### src/rtl/vector_scale.sv
// vector_scale: broadcast a signed scalar across a signed vector,
// saturating each product; TILING lanes per cycle, one valid pulse per op.
module vector_scale #(
  parameter int VECTOR_LEN        = 5,
  parameter int A_CELL_WIDTH      = 8,
  parameter int B_CELL_WIDTH      = 8,
  parameter int RESULT_CELL_WIDTH = 10,
  parameter int TILING            = 5
) (
  input  logic                                    clk,
  input  logic                                    rst,
  input  logic                                    start,
  input  logic [A_CELL_WIDTH-1:0]                 a,
  input  logic [VECTOR_LEN*B_CELL_WIDTH-1:0]      b,
  output logic [VECTOR_LEN*RESULT_CELL_WIDTH-1:0] result,
  output logic                                    valid,
  output logic                                    error,
  output logic                                    busy
);

  localparam int AW = A_CELL_WIDTH;
  localparam int BW = B_CELL_WIDTH;
  localparam int RW = RESULT_CELL_WIDTH;
  localparam int PW = AW + BW;
  localparam int P  = (VECTOR_LEN + TILING - 1) / TILING;
  localparam int TW = (P > 1) ? $clog2(P) : 1;

  localparam logic [TW-1:0] LAST = TW'(P - 1);

  // Clamp bounds expressed at full product width.
  localparam logic signed [PW-1:0] MAXV =
    $signed({{(PW-RW+1){1'b0}}, {(RW-1){1'b1}}});
  localparam logic signed [PW-1:0] MINV =
    $signed({{(PW-RW+1){1'b1}}, {(RW-1){1'b0}}});

  typedef enum logic {
    IDLE,
    BUSY
  } state_t;

  state_t                     state_q, state_d;
  logic [TW-1:0]              tile_q, tile_d;
  logic signed [AW-1:0]       a_q, a_d;
  logic [VECTOR_LEN*BW-1:0]   b_q, b_d;
  logic [VECTOR_LEN*RW-1:0]   result_q, result_d;
  logic                       valid_q, valid_d;
  logic                       error_q, error_d;
  logic                       acc_q, acc_d;
  logic                       busy_q, busy_d;

  always_comb begin : next_c
    int                     idx;
    logic signed [BW-1:0]   elem;
    logic signed [PW-1:0]   prod;
    logic [RW-1:0]          sat;
    logic                   clip;

    idx      = 0;
    elem     = '0;
    prod     = '0;
    sat      = '0;
    clip     = 1'b0;
    state_d  = state_q;
    tile_d   = tile_q;
    a_d      = a_q;
    b_d      = b_q;
    result_d = result_q;
    valid_d  = 1'b0;
    error_d  = error_q;
    acc_d    = acc_q;
    busy_d   = busy_q;

    unique case (state_q)
      IDLE: begin
        if (start) begin
          a_d     = $signed(a);
          b_d     = b;
          acc_d   = 1'b0;
          error_d = 1'b0;
          tile_d  = '0;
          busy_d  = 1'b1;
          state_d = BUSY;
        end
      end
      BUSY: begin
        for (int k = 0; k < TILING; k++) begin
          idx = int'(tile_q) * TILING + k;
          if (idx < VECTOR_LEN) begin
            elem = $signed(b_q[idx*BW +: BW]);
            prod = PW'(a_q) * PW'(elem);
            clip = 1'b1;
            if (prod > MAXV) begin
              sat = MAXV[RW-1:0];
            end else if (prod < MINV) begin
              sat = MINV[RW-1:0];
            end else begin
              sat  = prod[RW-1:0];
              clip = 1'b0;
            end
            result_d[idx*RW +: RW] = sat;
            acc_d = acc_d | clip;
          end
        end
        if (tile_q == LAST) begin
          valid_d = 1'b1;
          error_d = acc_d;
          busy_d  = 1'b0;
          tile_d  = '0;
          state_d = IDLE;
        end else begin
          tile_d = tile_q + 1'b1;
        end
      end
      default: state_d = IDLE;
    endcase
  end

  always_ff @(posedge clk) begin
    if (rst) begin
      state_q  <= IDLE;
      tile_q   <= '0;
      a_q      <= '0;
      b_q      <= '0;
      result_q <= '0;
      valid_q  <= 1'b0;
      error_q  <= 1'b0;
      acc_q    <= 1'b0;
      busy_q   <= 1'b0;
    end else begin
      state_q  <= state_d;
      tile_q   <= tile_d;
      a_q      <= a_d;
      b_q      <= b_d;
      result_q <= result_d;
      valid_q  <= valid_d;
      error_q  <= error_d;
      acc_q    <= acc_d;
      busy_q   <= busy_d;
    end
  end

  assign result = result_q;
  assign valid  = valid_q;
  assign error  = error_q;
  assign busy   = busy_q;

endmodule

### config.mk
export PLATFORM = sky130hd
export DESIGN_NAME = vector_scale
export DESIGN_NICKNAME = d
export VERILOG_FILES = /design/src/rtl/vector_scale.sv
export SDC_FILE = /design/constraint.sdc
export NUM_CORES = 1
export LEC_CHECK = 0
export CAP_MARGIN = 5
export CORE_UTILIZATION = 51
export DETAILED_ROUTE_END_ITERATION = 8
export PLACE_DENSITY_LB_ADDON = 0.05
export SKIP_CTS_REPAIR_TIMING = 1
export SYNTH_ARGS = -nofsm -noshare
export SYNTH_HDL_FRONTEND = slang
export SYNTH_SLANG_ARGS = --single-unit
export TNS_END_PERCENT = 100
### constraint.sdc
create_clock -name clk -period 5.09 [get_ports clk]
set_clock_uncertainty 0.1 [all_clocks]
set_input_delay 0.7635 -clock clk [delete_from_list [all_inputs] [get_ports clk]]
set_output_delay 0.7635 -clock clk [all_outputs]
set_load 0.05 [all_outputs]
Yosys cells after proc, flatten, opt, wreduce, memory -nomap -nowiden --
Index checks and enable logic that the tools add are counted.
Operators by class: add/sub/neg operators 10, $mul 11, $lt $le $gt $ge 15, eq/ne operators 2, shift-type cells 15, multiplexer cells 76, bitwise gates (word level) 6, reductions and logical operators 3
Operators by type and width (number):
- two-way mux 50 bit | 9
- bitwise mux 50 bit | 5
- variable shift 10 x 33 -> 50 bit, first input constant | 5
- variable part select 10 x 33 -> 50 bit | 5
- two-way mux 10 bit | 20
- negation 32 -> 33 bit | 4
- less-than comparator 32 x 4 -> 1 bit, second input constant | 4
- multiplier 32 x 4 -> 31 bit, second input constant | 4
- variable part select 40 x 32 -> 8 bit | 3
- greater-than comparator 16 x 10 -> 1 bit, second input constant | 5
- less-than comparator 16 x 10 -> 1 bit, second input constant | 5
- multiplier 8 x 8 -> 16 bit | 5
- adder 32 x 3 -> 32 bit, second input constant | 2
- variable part select 40 x 8 -> 8 bit | 1
- variable part select 40 x 9 -> 8 bit | 1
- two-way mux 1 bit | 37
- negation 9 -> 33 bit | 1
- adder 32 x 2 -> 32 bit, second input constant | 1
- case mux 1 bit (2 select lines) | 5
- multiplier 5 x 3 -> 8 bit, second input constant | 1
- adder 4 x 3 -> 5 bit, second input constant | 1
- less-than comparator 5 x 3 -> 1 bit, second input constant | 1
- bitwise OR 1 bit | 5
- multiplier 1 x 3 -> 4 bit, second input constant | 1
- other kinds (5) | 7
Word-level totals: register bits 104, input port bits 51, output and inout port bits 53, logic and storage cells 147

Depth between registers and ports, before layout --
depth in word-level cells 24, mapped depth 21, depth with buffers taken out 20

Worst setup path after synthesis --
No wires, ideal clock.
path kind flip-flop to flip-flop, start point register a_q[7], end point register result_q[10], in the netlist result[10], setup time 122 ps, data arrival time 5298 ps, data required time 4868 ps, slack -430 ps, stages on the path, launching flop included 20, path buffers 1, period minus slack after synthesis 5520 ps, path through dfxtp_1 > clkbuf_1 > nand2_1 > fa_1 > inv_1 > fa_1 > fa_1 > inv_1 > fa_1 > inv_1 > ha_1 > and3_1 > a221o_1 > o41a_1 > xor2_1 > nor4_1 > nand2_1 > o21a_4 > and2_4 > a311o_1
On the way: cells in the longest elaborated chain, start to end 21, elaborated cells between the ends (all ways) 54, those cells by class 5 x mul; 10 x order compare; 5 x shift; 34 x mux
RTL lines:
- from (decl) | RTL line 43 | logic signed [AW-1:0] a_q, a_d;
- from (signal assigned) | RTL line 122 | a_q <= '0;
- from (signal assigned) | RTL line 132 | a_q <= a_d;
- multiplier 8 x 8 -> 16 bit | RTL line 90 | prod = PW'(a_q) * PW'(elem);
- less-than comparator 16 x 10 -> 1 bit | RTL line 94 | end else if (prod < MINV) begin
- two-way mux 10 bit | RTL line 94
- two-way mux 10 bit | RTL line 92 | if (prod > MAXV) begin
- two-way mux 10 bit | RTL line 88 | if (idx < VECTOR_LEN) begin
- two-way mux 10 bit | RTL line 73 | unique case (state_q)
- variable part select 10 x 33 -> 50 bit | RTL line 100 | result_d[idx*RW +: RW] = sat;
- bitwise mux 50 bit | RTL line 100
- (+5 left out)
- bitwise mux 50 bit | RTL line 100
- two-way mux 50 bit | RTL line 88
- two-way mux 50 bit | RTL line 73
- bitwise mux 50 bit | RTL line 100
- two-way mux 50 bit | RTL line 88
- two-way mux 50 bit | RTL line 73
- bitwise mux 50 bit | RTL line 100
- two-way mux 50 bit (*) | RTL line 88
- to (signal assigned) | RTL line 134 | result_q <= result_d;
- to (decl) | RTL line 45 | logic [VECTOR_LEN*RW-1:0] result_q, result_d;
Every way passes the cells marked *; elsewhere a longest branch is shown, timed or not. The select of a mux whose other input is x is not followed. A chain may end at the register's enable or synchronous reset.

Final worst setup path --
start point register a_q[5], end point register error_q, in the netlist error
On the way: cells in the longest elaborated chain, start to end 22, elaborated cells between the ends (all ways) 51, those cells by class 5 x mul; 10 x order compare; 31 x mux; 5 x bitwise
RTL lines:
- multiplier 8 x 8 -> 16 bit | RTL line 90
- less-than comparator 16 x 10 -> 1 bit | RTL line 94
- two-way mux 1 bit | RTL line 94
- two-way mux 1 bit | RTL line 92
- two-way mux 1 bit | RTL line 88
- two-way mux 1 bit | RTL line 73
- bitwise OR 1 bit | RTL line 101 | acc_d = acc_d | clip;
- two-way mux 1 bit | RTL line 88
- (+6 left out)
- two-way mux 1 bit | RTL line 73
- bitwise OR 1 bit | RTL line 101
- two-way mux 1 bit | RTL line 88
- two-way mux 1 bit | RTL line 73
- bitwise OR 1 bit | RTL line 101
- two-way mux 1 bit (*) | RTL line 88
- two-way mux 1 bit (*) | RTL line 104 | if (tile_q == LAST) begin
- case mux 1 bit (2 select lines) (*) | RTL line 73
- to (signal assigned) | RTL line 136 | error_q <= error_d;
- to (decl) | RTL line 47 | logic error_q, error_d;
Marked as above.

==> metrics.txt <==
outcome complete, but fails checks; failing checks setup timing; vias in the first global route around 14,000; TritonCTS clock tree built; Vias about 13,000; antenna cells 0; Max Freq roughly 180 MHz; IO buf count 103; fin worst setup slack -0.499 ns; DP HPWL ~34 mm; initial antenna violation count 0; GR Overflow Total 0; Die Area between 30,000 and 40,000 um2; Core ar. between 30,000 and 40,000 um2; clock root buffer clkbuf_16; CTS Buf Count 9; CP max FO 8; cell mode on critical path fa_1; worst slew margin relative to its limit between 30% and 40%; Reg clk slew, reported paths approximately 0.08 ns; CP required approximately 5.3 ns; synthesized area per cell 8.69 um2; post-route antenna net violation count 0; design area roughly 21,000 um2; Worst setup EP type register; Synth Register Bits between 100 and 150; library cells used by synthesis 66; initial DRC count about 500; die height around 180 um; Final period util 110%; CP bufs+invs 6; placed instance area 19,800 um2; Post-Route WL 42.0 mm; GPL Wtd Cong between 0.8 and 0.9; power per cell area between 150 and 200 nW/um2; DP Worst Slack -0.626 ns; wire length per cell approximately 16 um; worst slew pin tran 1.03 ns; Die W approximately 180 um; Worst Setup Path Type reg2reg; Layout fillers ~2,600; final count of pins violating max slew 0; IO Count between 100 and 150; clk_lat worst skew about 0.39 ns; worst-path cell chain buf_6, and2_4, fa_1, inv_2, fa_1, inv_2, fa_1, inv_1, fa_1, inv_2, ha_4, or3_4, o41a_1, a2111oi_4, nor3_2, o41ai_2, buf_4, o2111ai_4, nor4b_4, a21oi_1; share of cells above drive strength 1 between 20% and 30%; initial core utilization between 50% and 60%; Hold/Removal Path Class reg2reg; hold slack about 0.35 ns; Critical Path AT around 5.8 ns; Critical Path Max Stage Delay between 0.5 and 0.6 ns; ys flop type dfxtp_1; Residual DRC 0; Worst Setup Start Kind register; CP delay by family, top adder cells; Post-synth ARST share 0%; max-cap violations 0; clk buf depth 2; RSZ-0062 raised after global routing yes; commonest cells after routing, fill and taps aside inv_1, fa_1, buf_4; 1st-pass router iterations 6; VDD IR max roughly 0.00018 V; Worst path slowest cell fa_1; GRT Overall Usage approximately 27%; final core utilization between 60% and 70%; global-route wire length before repair roughly 70 mm; P&R area growth vs syn 29.1%; pin count of the biggest net entering global routing 56; synthesized instance count approximately 1,900; Final Critical Period between 5 and 6 ns; Rows 65; H-Tree Depth 3; Leak approximately 10 nW; layout net count about 2,700; Synth Cell Area 16,300 um2; Seq/Total Area, Yosys between 10% and 20%; Syn Nets 2,342; commonest non-fill, non-tap cell in the layout inv_1; drt via density 5.09; final hold violations 0; clk sinks about 100; Post-synth EDFFs 0; Synthesis Warnings 0; Final setup viols between 40 and 50
registers in the layout, indices dropped and copies added, names as in the netlist:
signal and cells:
result 50, b_q 40, a_q 8, busy 1, error 1, state_q 1
valid 1
metrics by stage:
step                      TNS, ns  std cells  total power, mW
after global routing       -20.39       2605             3.85
after global placement     -16.33       2568             2.56
after CTS                  -20.16       2584             3.47
final                      -11.77       2605             3.62
after floorplan            -0.353       1871             1.95
after detailed placement   -19.94       2568             2.58
power by group:
| group | total, mW | switching (mW) | internal [mW] |
|---|---|---|---|
| Sequential | 0.939 | 0.0702 | 0.869 |
| Clock | 0.879 | 0.382 | 0.497 |
| Combinational | 1.80 | 0.993 | 0.808 |
| Total | 3.62 | 1.45 | 2.17 |
synthesized netlist by cell type, types with 4 or more instances:
cell       instances  share of area (%)
a31oi_1            5               0.19
a211oi_1           9               0.42
o21a_1             4               0.18
nor3_1            16               0.49
dfxtp_1          102                 13
o21ai_0           31               0.95
nand2_1          237                5.5
nand3_1           11               0.34
a221o_1            8               0.49
clkbuf_1          63                1.5
nor2b_1           18               0.69
a22o_1             4               0.22
nand4_1            5               0.19
nor2_1            57                1.3
xnor2_1           60                3.2
a21oi_1           83                2.6
and2_1           194                7.5
o21bai_1           6               0.28
o211ai_1          15               0.69
inv_1            381                8.8
xor2_1            21                1.1
o2111ai_1          5               0.27
nand2b_1          19               0.73
fa_1             275                 34
a21o_1            12               0.55
nor4_1             5               0.19
ha_1             145                 11
o31ai_1           10               0.46
buf_1              6               0.14
and3_1             7               0.27
kinds of logic (layout without fill, tap and decap cells):
kind of cell	count (synthesis)	in the layout	synth area share, %
adder cells (fa/ha/maj)	420	420	45.0
flip-flops	102	102	12.6
buffers and inverters	454	786	10.5
multiplexers	4	4	0.262
AND/OR/NAND/NOR	582	582	17.8
AO/OA/AOI/OAI	228	228	9.45
XOR/XNOR	81	81	4.36
worst paths after layout:
kind / cells past startpoint / endpoint / startpoint / slack, ns
hold / removal: 2 / result[2] / result[2] / 0.35
setup reg to reg: 20 / error / a_q[5] / -0.50
hold reg to reg: 2 / result[2] / result[2] / 0.35
setup / recovery: 20 / error / a_q[5] / -0.50
worst min-delay path: cells and delay by family, from the launching register on:
family          cells  cell delay [ns]
compound gates      1             0.05
flops               1             0.31
simple gates        1             0.05
area by class of cell:
cell class	count	area (um2)	share of cell area, %
clock buffers	11	243	1.16
inverters	381	1430	6.81
clock inverters	5	106	0.507
well taps	402	503	2.40
repair buffers	389	3330	15.8
flip-flops and latches	102	2090	9.95
multi-input cells	1315	13300	63.3
metal layers:
layer	track usage (%)	vias up	part of all wire, %
met1	36.5	6562	46
met4	5.78	0	1.6
met5	0	-	0
li1	-	6430	-
met2	45.6	237	48
met3	4.87	39	4.6
No activity file was read; power rests on OpenSTA's default activity.
